--- config.mk ---
export PLATFORM = sky130hd
export DESIGN_NAME = spi_responder_flat
export DESIGN_NICKNAME = d
export VERILOG_FILES = /design/src/rtl/spi_pkg.sv /design/src/rtl/spi_responder_if.sv /design/src/rtl/spi_sync_edge.sv /design/src/rtl/spi_responder.sv /design/src/flat_wrapper.sv
export SDC_FILE = /design/constraint.sdc
export NUM_CORES = 1
export LEC_CHECK = 0
export CAP_MARGIN = 20
export CORE_MARGIN = 2
export CORE_UTILIZATION = 57
export CTS_CLUSTER_DIAMETER = 40
export DETAILED_ROUTE_END_ITERATION = 8
export GPL_TIMING_DRIVEN = 1
export PLACE_DENSITY = 0.83
export SLEW_MARGIN = 25
export SYNTH_ARGS = -nofsm -noshare
export SYNTH_HDL_FRONTEND = slang
export SYNTH_HIERARCHICAL = 1
export SYNTH_SLANG_ARGS = --single-unit
--- constraint.sdc ---
create_clock -name CLK -period 3.05 [get_ports CLK]
set_clock_uncertainty 0.2 [all_clocks]
set_input_delay 0.61 -clock CLK [delete_from_list [all_inputs] [get_ports CLK]]
set_output_delay 0.61 -clock CLK [all_outputs]
set_load 0.05 [all_outputs]
--- src/rtl/spi_pkg.sv ---
// spi_pkg: shared constants and state type for the SPI responder.
// Holds the idle fill byte, synchronizer depth and FSM state enum.
package spi_pkg;

  localparam logic [7:0] IDLE_BYTE   = 8'hFF;
  localparam int         SYNC_STAGES = 2;

  typedef enum logic {
    IDLE   = 1'b0,
    ACTIVE = 1'b1
  } state_t;

endpackage

--- src/rtl/spi_responder_if.sv ---
// spi_responder_if: SPI pins plus the local byte-side handshake.
// slave = responder side, master = SPI master / local logic side.
interface spi_responder_if;

  logic       SPI_CLK;
  logic       SPI_CS_n;
  logic       SPI_MOSI;
  logic       SPI_MISO;
  logic [7:0] RxData;
  logic       RxValid;
  logic [7:0] TxData;
  logic       TxLoad;
  logic       TxReady;
  logic       TxUnderrun;
  logic       Busy;

  modport slave (
    input  SPI_CLK, SPI_CS_n, SPI_MOSI,
    input  TxData, TxLoad,
    output SPI_MISO, RxData, RxValid,
    output TxReady, TxUnderrun, Busy
  );

  modport master (
    output SPI_CLK, SPI_CS_n, SPI_MOSI,
    output TxData, TxLoad,
    input  SPI_MISO, RxData, RxValid,
    input  TxReady, TxUnderrun, Busy
  );

endinterface

--- src/rtl/spi_sync_edge.sv ---
// spi_sync_edge: SYNC_STAGES-flop synchronizer with rise/fall pulses.
// Ports: i_clk, i_rst, i_d (async in), o_q (synced), o_rise, o_fall.
module spi_sync_edge
  import spi_pkg::*;
#(
  parameter logic RST_VAL = 1'b1
) (
  input  logic i_clk,
  input  logic i_rst,
  input  logic i_d,
  output logic o_q,
  output logic o_rise,
  output logic o_fall
);

  logic [SYNC_STAGES-1:0] r_sync;
  logic                   r_prev;

  always_ff @(posedge i_clk or posedge i_rst) begin
    if (i_rst) begin
      r_sync <= {SYNC_STAGES{RST_VAL}};
      r_prev <= RST_VAL;
    end else begin
      r_sync <= {r_sync[SYNC_STAGES-2:0], i_d};
      r_prev <= r_sync[SYNC_STAGES-1];
    end
  end

  assign o_q    = r_sync[SYNC_STAGES-1];
  assign o_rise = o_q & ~r_prev;
  assign o_fall = ~o_q & r_prev;

endmodule

--- src/rtl/spi_responder.sv ---
// spi_responder: SPI mode-3 slave, byte receive strobe, 1-deep tx hold.
// Ports: CLK, Reset (async high), bus (spi_responder_if.slave).
module spi_responder
  import spi_pkg::*;
(
  input  logic           CLK,
  input  logic           Reset,
  spi_responder_if.slave bus
);

  logic w_sclk, w_sclk_rise, w_sclk_fall;
  logic w_cs_n, w_cs_rise, w_cs_fall;
  logic w_mosi, w_mosi_rise, w_mosi_fall;

  spi_sync_edge #(.RST_VAL(1'b1)) u_sclk (
    .i_clk(CLK), .i_rst(Reset), .i_d(bus.SPI_CLK),
    .o_q(w_sclk), .o_rise(w_sclk_rise), .o_fall(w_sclk_fall)
  );

  spi_sync_edge #(.RST_VAL(1'b1)) u_cs (
    .i_clk(CLK), .i_rst(Reset), .i_d(bus.SPI_CS_n),
    .o_q(w_cs_n), .o_rise(w_cs_rise), .o_fall(w_cs_fall)
  );

  spi_sync_edge #(.RST_VAL(1'b0)) u_mosi (
    .i_clk(CLK), .i_rst(Reset), .i_d(bus.SPI_MOSI),
    .o_q(w_mosi), .o_rise(w_mosi_rise), .o_fall(w_mosi_fall)
  );

  logic w_unused;
  assign w_unused = ^{w_sclk, w_cs_rise, w_cs_fall,
                      w_mosi_rise, w_mosi_fall};

  state_t     r_state, w_state_nxt;
  logic [2:0] r_bitcnt;
  logic [6:0] r_shift;
  logic [7:0] r_cur, r_hold, r_rx_data;
  logic       r_hold_vld, r_miso, r_rx_valid, r_underrun;

  logic       w_start, w_rise, w_fall;
  logic       w_boundary, w_reload, w_accept;
  logic [7:0] w_next_cur;

  always_ff @(posedge CLK or posedge Reset) begin
    if (Reset) r_state <= IDLE;
    else       r_state <= w_state_nxt;
  end

  // SPI_CLK edges only count while CS stays low
  always_comb begin
    w_state_nxt = r_state;
    w_start     = 1'b0;
    w_rise      = 1'b0;
    w_fall      = 1'b0;
    unique case (r_state)
      IDLE: begin
        if (!w_cs_n) begin
          w_state_nxt = ACTIVE;
          w_start     = 1'b1;
        end
      end
      ACTIVE: begin
        if (w_cs_n) begin
          w_state_nxt = IDLE;
        end else begin
          w_rise = w_sclk_rise;
          w_fall = w_sclk_fall;
        end
      end
    endcase
  end

  assign w_boundary = w_rise & (r_bitcnt == 3'd7);
  assign w_reload   = w_start | w_boundary;
  assign w_accept   = bus.TxLoad & ~r_hold_vld;
  assign w_next_cur = r_hold_vld ? r_hold : IDLE_BYTE;

  always_ff @(posedge CLK or posedge Reset) begin
    if (Reset) begin
      r_miso     <= 1'b1;
      r_rx_data  <= 8'h00;
      r_rx_valid <= 1'b0;
      r_underrun <= 1'b0;
      r_bitcnt   <= 3'd0;
      r_shift    <= 7'd0;
      r_cur      <= IDLE_BYTE;
      r_hold     <= 8'h00;
      r_hold_vld <= 1'b0;
    end else begin
      r_rx_valid <= 1'b0;
      r_underrun <= 1'b0;
      if (w_reload) begin
        r_cur      <= w_next_cur;
        r_underrun <= ~r_hold_vld;
      end
      // a load in the reload cycle refills for the next byte
      if (w_accept) begin
        r_hold     <= bus.TxData;
        r_hold_vld <= 1'b1;
      end else if (w_reload) begin
        r_hold_vld <= 1'b0;
      end
      if (w_start) begin
        r_bitcnt <= 3'd0;
        r_miso   <= w_next_cur[7];
      end
      if (w_rise) begin
        r_shift  <= {r_shift[5:0], w_mosi};
        r_bitcnt <= r_bitcnt + 3'd1;
        if (w_boundary) begin
          r_rx_data  <= {r_shift, w_mosi};
          r_rx_valid <= 1'b1;
        end
      end
      if (w_fall) r_miso <= r_cur[3'd7 - r_bitcnt];
      if (w_state_nxt == IDLE) r_miso <= 1'b1;
    end
  end

  assign bus.SPI_MISO   = r_miso;
  assign bus.RxData     = r_rx_data;
  assign bus.RxValid    = r_rx_valid;
  assign bus.TxReady    = ~r_hold_vld;
  assign bus.TxUnderrun = r_underrun;
  assign bus.Busy       = (r_state == ACTIVE);

endmodule

--- src/flat_wrapper.sv ---
// flat-port wrapper written by rule: the top's interface ports become plain ports
module spi_responder_flat import spi_pkg::*;
  (CLK, Reset, bus_SPI_CLK, bus_SPI_CS_n, bus_SPI_MOSI, bus_TxData, bus_TxLoad, bus_SPI_MISO, bus_RxData, bus_RxValid, bus_TxReady, bus_TxUnderrun, bus_Busy);
  spi_responder_if bus_i ();
  input  logic CLK;
  input  logic Reset;
  input wire logic [$bits(bus_i.SPI_CLK)-1:0] bus_SPI_CLK;
  input wire logic [$bits(bus_i.SPI_CS_n)-1:0] bus_SPI_CS_n;
  input wire logic [$bits(bus_i.SPI_MOSI)-1:0] bus_SPI_MOSI;
  input wire logic [$bits(bus_i.TxData)-1:0] bus_TxData;
  input wire logic [$bits(bus_i.TxLoad)-1:0] bus_TxLoad;
  output wire logic [$bits(bus_i.SPI_MISO)-1:0] bus_SPI_MISO;
  output wire logic [$bits(bus_i.RxData)-1:0] bus_RxData;
  output wire logic [$bits(bus_i.RxValid)-1:0] bus_RxValid;
  output wire logic [$bits(bus_i.TxReady)-1:0] bus_TxReady;
  output wire logic [$bits(bus_i.TxUnderrun)-1:0] bus_TxUnderrun;
  output wire logic [$bits(bus_i.Busy)-1:0] bus_Busy;
  assign bus_i.SPI_CLK = bus_SPI_CLK;
  assign bus_i.SPI_CS_n = bus_SPI_CS_n;
  assign bus_i.SPI_MOSI = bus_SPI_MOSI;
  assign bus_i.TxData = bus_TxData;
  assign bus_i.TxLoad = bus_TxLoad;
  assign bus_SPI_MISO = bus_i.SPI_MISO;
  assign bus_RxData = bus_i.RxData;
  assign bus_RxValid = bus_i.RxValid;
  assign bus_TxReady = bus_i.TxReady;
  assign bus_TxUnderrun = bus_i.TxUnderrun;
  assign bus_Busy = bus_i.Busy;
  spi_responder u_core (.CLK(CLK), .Reset(Reset), .bus(bus_i));
endmodule
==> results of run 1 <==
==> layer usage <==
| metal | part of all wire | global-route usage | up-vias |
|---|---|---|---|
| li1 | - | - | 559 |
| met1 | 0.44 | 0.285 | 598 |
| met2 | 0.51 | 0.322 | 26 |
| met3 | 0.038 | 0.0567 | 4 |
| met4 | 0.017 | 0.0821 | 0 |
| met5 | 0 | 0 | - |
==> worst max-delay path, cell delays in order (launching register included) <==
cell	delay (ns)
dfrtp_1	0.51
inv_1	0.17
clkdlybuf4s50_1	0.82
==> layout make-up <==
type | instances | area (µm²)
clock buffer | 6 | 41.3
clock inverter | 2 | 13.8
fill | 236 | 880
inverter | 20 | 75.1
multi-input combinational | 78 | 594
sequential | 46 | 1170
tap | 44 | 55.1
timing repair buffer | 28 | 275
==> power groups by stage <==
stage          Sequential (W)  Combinational [W]  Clock, W
2_1_floorplan        0.000806           0.000181         0
3_3_place_gp         0.000818           0.000227         0
3_5_place_dp         0.000831           0.000241         0
4_1_cts              0.000820           0.000243  0.000281
5_1_grt              0.000834           0.000270  0.000310
6_report             0.000820           0.000240  0.000276
==> per-stage QoR <==
step,instances,instance area (µm²)
CTS,224,2220
detailed placement,216,2170
finish,224,2220
global placement,216,2170
floorplan,150,1880
global route,224,2220
==> registers in the layout (all words and copies together), names as in the netlist, 2 cells and up <==
signal,cells
u_core/bus.RxData,8
u_core/r_bitcnt,3
u_core/r_cur,8
u_core/r_hold,8
u_core/r_shift,7
u_core/u_cs/r_sync,2
u_core/u_mosi/r_sync,2
u_core/u_sclk/r_sync,2
==> path summary, 6_finish.rpt <==
check | endpoint | slack [ns]
setup / recovery | bus_TxReady | 0.39
hold / removal | u_core/u_cs/r_sync[1]$_DFF_PP1_ | 0.17
min in group asynchronous | u_core/u_mosi/r_sync[1]$_DFF_PP0_ | 0.31
setup reg to reg | u_core/r_cur[5]$_DFFE_PP1P_ | 0.95
hold reg to reg | u_core/u_cs/r_sync[1]$_DFF_PP1_ | 0.17
max in group asynchronous | u_core/r_cur[7]$_DFFE_PP1P_ | 1.39
==> results.toml, run 1 <==
[clock_network]
cts_tree = "built"
post_cts_resized = 0
clk_pin_slew_worst_paths_ns = 0.13
cts.sinks = 46
worstSkewPairLatency_ns = 0.35
cts_buffers = 5
clk_path_buf_depth = 2
htreeDepth = 2
cts-root-buf = "clkbuf_4"
post-cts-setup-buffers = 0
cts_hold_buf = 0

[power_and_ir_drop]
internal-power_w = 0.000944
power_frac_seq = 0.613
switchingPower_w = 0.000393
vdd_ir_drop_max_v = 0.000543
pwr-share-comb = 0.180
clock_power_share = 0.207
netSwitchingFraction = 0.294
power.total_w = 0.00134
cellLeakagePower_nw = 1.01
power_density_mw_per_mm2 = 601

[worst_setup_path]
r2r_start = "u_core/r_bitcnt[0]$_DFFE_PP0P_"
setup.worst_path.end_class = "output port"
start_kind = "flop"
crit_arrival_ns = 1.85
cp_max_fo = 9
reg2reg_depth = 6
worstSetupPathType = "reg -> out"
timing.critical_path.from = "u_core/r_hold_vld$_DFFE_PP0P_"
cp.required_ns = 2.24

[run]
cap_violations = 0

[routing]
drt_iter0_markers = 111
vias_per_cell = 5.30
num_vias = 1187
postRouteAntennaNets = 0
route.detailed.drc = 0
routedWlPerCell_um = 14.7
routed_wl_um = 3290
drtPass1Iterations = 4

[timing]
holdWs_ns = 0.166
grt_setup_unrepaired = "no"
period_share = 0.872
fmax_mhz = 376
worst_slack_ns = 0.391
setup_tns_ns = 0
worstMarginPinSlew_ns = 0.646
finalHoldViolations = 0
min_period_ns = 2.66
setup_viol = 0
final_max_slew_viol_count = 0
max_slew_margin = 0.569

[hold_path]
hold_depth = 0
hp-class = "reg -> reg"
min-delay-start = "u_core/u_cs/r_sync[0]$_DFF_PP1_"

[floorplan]
dieArea_mm2 = 0.00377
start_util = 0.606
die_h_um = 61.4
rows = 20
dieWidth_um = 61.4
io_pins = 27
coreArea_mm2 = 0.00310

[layout]
layout_commonest_cell = "dfrtp_1"
final_cell_mix = "32 x dfrtp_1, 26 x clkdlybuf4s50_1, 20 x inv_1"
postLayoutCoreUtil = 0.717
nets = 195
drive_gt1_frac = 0.256
syn_to_final_growth_pct = 18.3
diodes = 0

[placement]
hpwl_um = 2470
io_buffers = 26
place_congestion = 0.838
dp_worst_setup_slack_ns = 0.788

[synth]
yosys_warnings = 6
synth_area_per_cell_um2 = 12.5
syn_inst = 150
syn_nets = 166
netlist_area_mm2 = 0.00188

[global_route]
track_usage = 0.209
grt_max_degree = 19
grt_pass1_vias = 1178
grt_first_pass_wirelength_um = 5510
antenna_found_initial = 0
grt_overflow = 0

[status]
status = "complete, no violations"
Note: power is estimated with default switching activity, not from simulation.
==> run 2, diff against run 1 <==
--- a/config.mk
+++ b/config.mk
@@ -7,11 +7,12 @@
 export LEC_CHECK = 0
 export CAP_MARGIN = 20
 export CORE_MARGIN = 2
-export CORE_UTILIZATION = 57
+export CORE_UTILIZATION = 61
 export CTS_CLUSTER_DIAMETER = 40
 export DETAILED_ROUTE_END_ITERATION = 8
-export GPL_TIMING_DRIVEN = 1
-export PLACE_DENSITY = 0.83
+export DONT_BUFFER_PORTS = 1
+export GPL_TIMING_DRIVEN = 0
+export PLACE_DENSITY = 0.77
 export SLEW_MARGIN = 25
 export SYNTH_ARGS = -nofsm -noshare
 export SYNTH_HDL_FRONTEND = slang
==> constraint.sdc (replaced) <==
create_clock -name CLK -period 2.5 [get_ports CLK]
set_clock_uncertainty 0.2 [all_clocks]
set_input_delay 0.5 -clock CLK [delete_from_list [all_inputs] [get_ports CLK]]
set_output_delay 0.5 -clock CLK [all_outputs]
set_load 0.05 [all_outputs]
==> run 2 against run 1 <==
Compared with the run above:
- cell count decreased by 13%
- highest routed layer unchanged
- core utilization decreased by 4.7 points
- via count decreased by 7.0%
- combinational power increased by 15%
- wire length decreased by 6.7%
- largest power group unchanged
- sequential power increased by 21%
- flip-flop and latch count unchanged
- final area decreased by 9.5%
- critical path type unchanged
==> results.toml, run 2 (same netlist as run 1, synthesis figures left out) <==
[status]
status = "complete, no violations"

[worst_setup_path]
worstSetupPathType = "reg -> out"
cp_slowest_cell = "inv_1"
crit_arrival_ns = 1.32
critPathTopFamily = "buffers and inverters"
start_kind = "flop"
path_buf_inv = 2
cp.required_ns = 1.80
crit_chain = "buf_2, inv_1"
cp_max_fo = 9
setup.worst_path.end_class = "output port"
cp_slowest_stage_delay_ns = 0.40

[power_and_ir_drop]
cellLeakagePower_nw = 0.953
pwr-share-comb = 0.173
netSwitchingFraction = 0.294
power_frac_seq = 0.619
clock_power_share = 0.208
vdd_ir_drop_max_v = 0.000575
internal-power_w = 0.00113
switchingPower_w = 0.000471
power_density_mw_per_mm2 = 795

[run]
cap_violations = 0

[layout]
seqCellArea_mm2 = 0.00117
layout_commonest_cell = "dfrtp_1"
multi_input_area_um2 = 594
nFillCells = 223
nets = 177
syn_to_final_growth_pct = 7.06
diodes = 0
fin_cells = 195
postLayoutCoreUtil = 0.670
drive_gt1_frac = 0.315
final_cell_mix = "32 x dfrtp_1, 19 x inv_1, 14 x mux2_2, 14 x dfstp_2, 13 x o21ai_0"

[timing]
final_max_slew_viol_count = 0
worstMarginPinSlew_ns = 0.789
grt_setup_unrepaired = "no"
setup_viol = 0
holdWs_ns = 0.0544
finalHoldViolations = 0
period_share = 0.809
setup_tns_ns = 0
max_slew_margin = 0.473
min_period_ns = 2.02
fmax_mhz = 495

[floorplan]
start_util = 0.626
rows = 20
coreArea_mm2 = 0.00300
die_h_um = 59.5
io_pins = 27
dieWidth_um = 59.5
dieArea_mm2 = 0.00354

[global_route]
grt_overflow = 0
antenna_found_initial = 0
track_usage = 0.206
grt_max_degree = 40
grt_first_pass_wirelength_um = 5200
grt_pass1_vias = 1133

[clock_network]
clk_pin_slew_worst_paths_ns = 0.12
cts-root-buf = "clkbuf_4"
clk_path_buf_depth = 2
worstSkewPairLatency_ns = 0.36
cts_buffers = 5
cts_tree = "built"
htreeDepth = 2
cts.sinks = 46
post-cts-setup-buffers = 0

[routing]
drt_iter0_markers = 22
num_vias = 1104
routedWlPerCell_um = 15.7
route.detailed.drc = 0
postRouteAntennaNets = 0
vias_per_cell = 5.66
drtPass1Iterations = 4
routed_wl_um = 3070

[placement]
io_buffers = 0
hpwl_um = 2110
place_congestion = 0.748
dp_cells = 183

[hold_path]
hp-class = "in -> reg"
[run 2: cell count changes in the layout (fill, tap and decap cells not counted), sizes merged]
cell	change
dlygate4sd3	+4
clkdlybuf4s50	-26
buf	+4
[run 2: power by group through the flow]
stage / Combinational, W / Clock, W / Sequential, W
6_report: 0.000276 / 0.000332 / 0.000991
5_1_grt: 0.000311 / 0.000379 / 0.00101
4_1_cts: 0.000277 / 0.000336 / 0.000989
3_5_place_dp: 0.000269 / 0 / 0.00100
3_3_place_gp: 0.000255 / 0 / 0.000996
2_1_floorplan: 0.000221 / 0 / 0.000983
[run 2: metal layers]
metal	wire length [µm]	track usage
met3	169	0.0808
met2	1490	0.316
met5	0	0
met4	44	0.0762
met1	1370	0.266
[run 2: cell type report]
cell class	instances	share of cell area
Multi-Input combinational cell	78	0.295
Buffer	6	0.0205
Timing Repair Buffer	4	0.0199
Inverter	20	0.0373
Clock inverter	2	0.00498
Sequential cell	46	0.581
Clock buffer	6	0.0205
Tap cell	33	0.0205
[run 2: what timing repair did]
item,CTS,global route
gates resized for setup,0,0
hold endpoints to repair,40,0
hold buffers,4,0
[run 2: worst paths after layout]
kind                                              startpoint                                end  slack (ns)  cells past startpoint
max reg2reg                u_core/u_sclk/r_sync[1]$_DFF_PP1_        u_core/r_cur[5]$_DFFE_PP1P_        0.49                      6
min reg2reg                u_core/u_sclk/r_sync[0]$_DFF_PP1_  u_core/u_sclk/r_sync[1]$_DFF_PP1_        0.17                      0
max in group asynchronous                              Reset      u_core/r_hold_vld$_DFFE_PP0P_        0.99                      2
min in group asynchronous                              Reset  u_core/u_mosi/r_sync[1]$_DFF_PP0_        0.31                      2
min                                            bus_TxData[4]       u_core/r_hold[4]$_DFFE_PP0P_        0.05                      2
max                            u_core/r_hold_vld$_DFFE_PP0P_                        bus_TxReady        0.48                      2
[run 2: per-stage QoR]
step | cell area (µm²) | power, W | setup WS (ns)
after floorplan | 1880 | 0.00120 | 0.729
after global placement | 1920 | 0.00125 | 0.590
after detailed placement | 1920 | 0.00127 | 0.545
after CTS | 2010 | 0.00160 | 0.477
after global routing | 2010 | 0.00170 | 0.399
final | 2010 | 0.00160 | 0.478
==> run 3, diff against run 2 <==
==> constraint.sdc (replaced) <==
create_clock -name CLK -period 2.08 [get_ports CLK]
set_clock_uncertainty 0.2 [all_clocks]
set_input_delay 0.416 -clock CLK [delete_from_list [all_inputs] [get_ports CLK]]
set_output_delay 0.416 -clock CLK [all_outputs]
set_load 0.05 [all_outputs]
==> run 3 against run 2 <==
Compared with the run above:
- critical path depth up 5
- global-route usage up 0.70 points
- clock power up 20%
- largest power group unchanged
==> results.toml, run 3 (same netlist as run 1, synthesis figures left out) <==
[status]
status = "complete, no violations"

[worst_setup_path]
cp.required_ns = 2.17
setup.worst_path.end_class = "flop"
crit_arrival_ns = 2.06
start_kind = "flop"
worstSetupPathType = "reg -> reg"
cp_max_fo = 10
reg2reg_depth = 7

[layout]
layout_commonest_cell = "dfrtp_1"
fin_cells = 203
drive_gt1_frac = 0.306
final_cell_mix = "32 x dfrtp_1, 19 x inv_1, 14 x mux2_2, 14 x dfstp_2, 13 x o21ai_0"
diodes = 0
nFillCells = 217
nets = 185
syn_to_final_growth_pct = 11.5

[timing]
max_slew_margin = 0.474
worst_slack_ns = 0.111
setup_viol = 0
holdWs_ns = 0.165
period_share = 0.947
worstMarginPinSlew_ns = 0.788
min_period_ns = 1.97
setup_tns_ns = 0
final_max_slew_viol_count = 0
fmax_mhz = 508
grt_setup_unrepaired = "no"
finalHoldViolations = 0

[placement]
dp_cells = 183
dp_worst_setup_slack_ns = 0.125
place_congestion = 0.748
hpwl_um = 2110
io_buffers = 0

[hold_path]
hp-class = "reg -> reg"
hold_depth = 0

[floorplan]
coreArea_mm2 = 0.00300
dieWidth_um = 59.5
die_h_um = 59.5
rows = 20
dieArea_mm2 = 0.00354
io_pins = 27
start_util = 0.626

[global_route]
grt_max_degree = 40
track_usage = 0.213
antenna_found_initial = 0
grt_pass1_vias = 1158
grt_first_pass_wirelength_um = 5370
grt_overflow = 0

[power_and_ir_drop]
cellLeakagePower_nw = 0.987
internal-power_w = 0.00137
power_density_mw_per_mm2 = 927
clock_power_share = 0.206
power_frac_seq = 0.615
netSwitchingFraction = 0.296
switchingPower_w = 0.000575
pwr-share-comb = 0.179
vdd_ir_drop_max_v = 0.000723

[run]
cap_violations = 0

[clock_network]
htreeDepth = 2
clk_pin_slew_worst_paths_ns = 0.13
cts_buffers = 5
cts-root-buf = "clkbuf_4"
cts_tree = "built"
worstSkewPairLatency_ns = 0.36
cts.sinks = 46
clk_path_buf_depth = 2

[routing]
routedWlPerCell_um = 16.1
vias_per_cell = 5.66
routed_wl_um = 3270
route.detailed.drc = 0
drt_iter0_markers = 38
postRouteAntennaNets = 0
num_vias = 1148
drtPass1Iterations = 4
run 3: cell count changes in the layout (fill, tap and decap cells not counted), sizes merged:
cell         before  now
dlygate4sd3       4   12
run 3: final timing paths:
| kind | start | to | slack, ns |
|---|---|---|---|
| worst max-delay path | u_core/r_bitcnt[1]$_DFFE_PP0P_ | u_core/r_cur[5]$_DFFE_PP1P_ | 0.11 |
| worst min-delay path | u_core/u_sclk/r_sync[0]$_DFF_PP1_ | u_core/u_sclk/r_sync[1]$_DFF_PP1_ | 0.16 |
| worst max register to register | u_core/r_bitcnt[1]$_DFFE_PP0P_ | u_core/r_cur[5]$_DFFE_PP1P_ | 0.11 |
| worst min register to register | u_core/u_sclk/r_sync[0]$_DFF_PP1_ | u_core/u_sclk/r_sync[1]$_DFF_PP1_ | 0.16 |
| max in group asynchronous | Reset | u_core/r_hold_vld$_DFFE_PP0P_ | 0.66 |
| min in group asynchronous | Reset | u_core/u_mosi/r_sync[1]$_DFF_PP0_ | 0.22 |
run 3: power by group through the flow:
stage,registers (W),clock network [W],logic [W]
after global routing,0.00122,0.000457,0.000390
after global placement,0.00120,0,0.000306
final,0.00120,0.000400,0.000347
after floorplan,0.00118,0,0.000266
after detailed placement,0.00121,0,0.000324
after CTS,0.00119,0.000404,0.000341
run 3: stage by stage:
stage | total power, W | util | area, µm²
6_report | 0.00194 | 0.698 | 2090
5_1_grt | 0.00206 | 0.698 | 2090
4_1_cts | 0.00193 | 0.690 | 2070
3_5_place_dp | 0.00153 | 0.640 | 1920
3_3_place_gp | 0.00150 | 0.640 | 1920
2_1_floorplan | 0.00145 | - | 1880
run 3: layout make-up:
type	count	area, µm²	area share
plain buffers	6	41.3	0.0197
well taps	33	41.3	0.0197
flip-flops and latches	46	1170	0.558
multi-input cells	78	597	0.285
inverters	20	75.1	0.0358
repair buffers	12	120	0.0573
clock inverters	2	10.0	0.00478
clock buffers	6	41.3	0.0197
run 3: what timing repair did:
item	4_1_cts	5_1_grt
endpoints found under the hold margin	46	2
hold buffers	10	2
resized for setup	0	1
buffers inserted	0	0
setup endpoints to repair	0	1
run 3: routing by layer:
metal | routed length, µm | global-route usage | vias up | share of wire
met5 | 0 | 0 | - | 0
met4 | 55 | 0.0762 | 0 | 0.017
met3 | 149 | 0.0830 | 9 | 0.046
met2 | 1630 | 0.330 | 25 | 0.50
met1 | 1430 | 0.273 | 573 | 0.44
li1 | - | - | 541 | -
run 3: worst max-delay path: stages (launching register included):
cell and delay (ns):
dfrtp_1 0.46, ha_1 0.19, ha_1 0.21, nand2_1 0.12, a21oi_4 0.30, buf_4 0.23
o21ai_0 0.09, o21ai_0 0.09
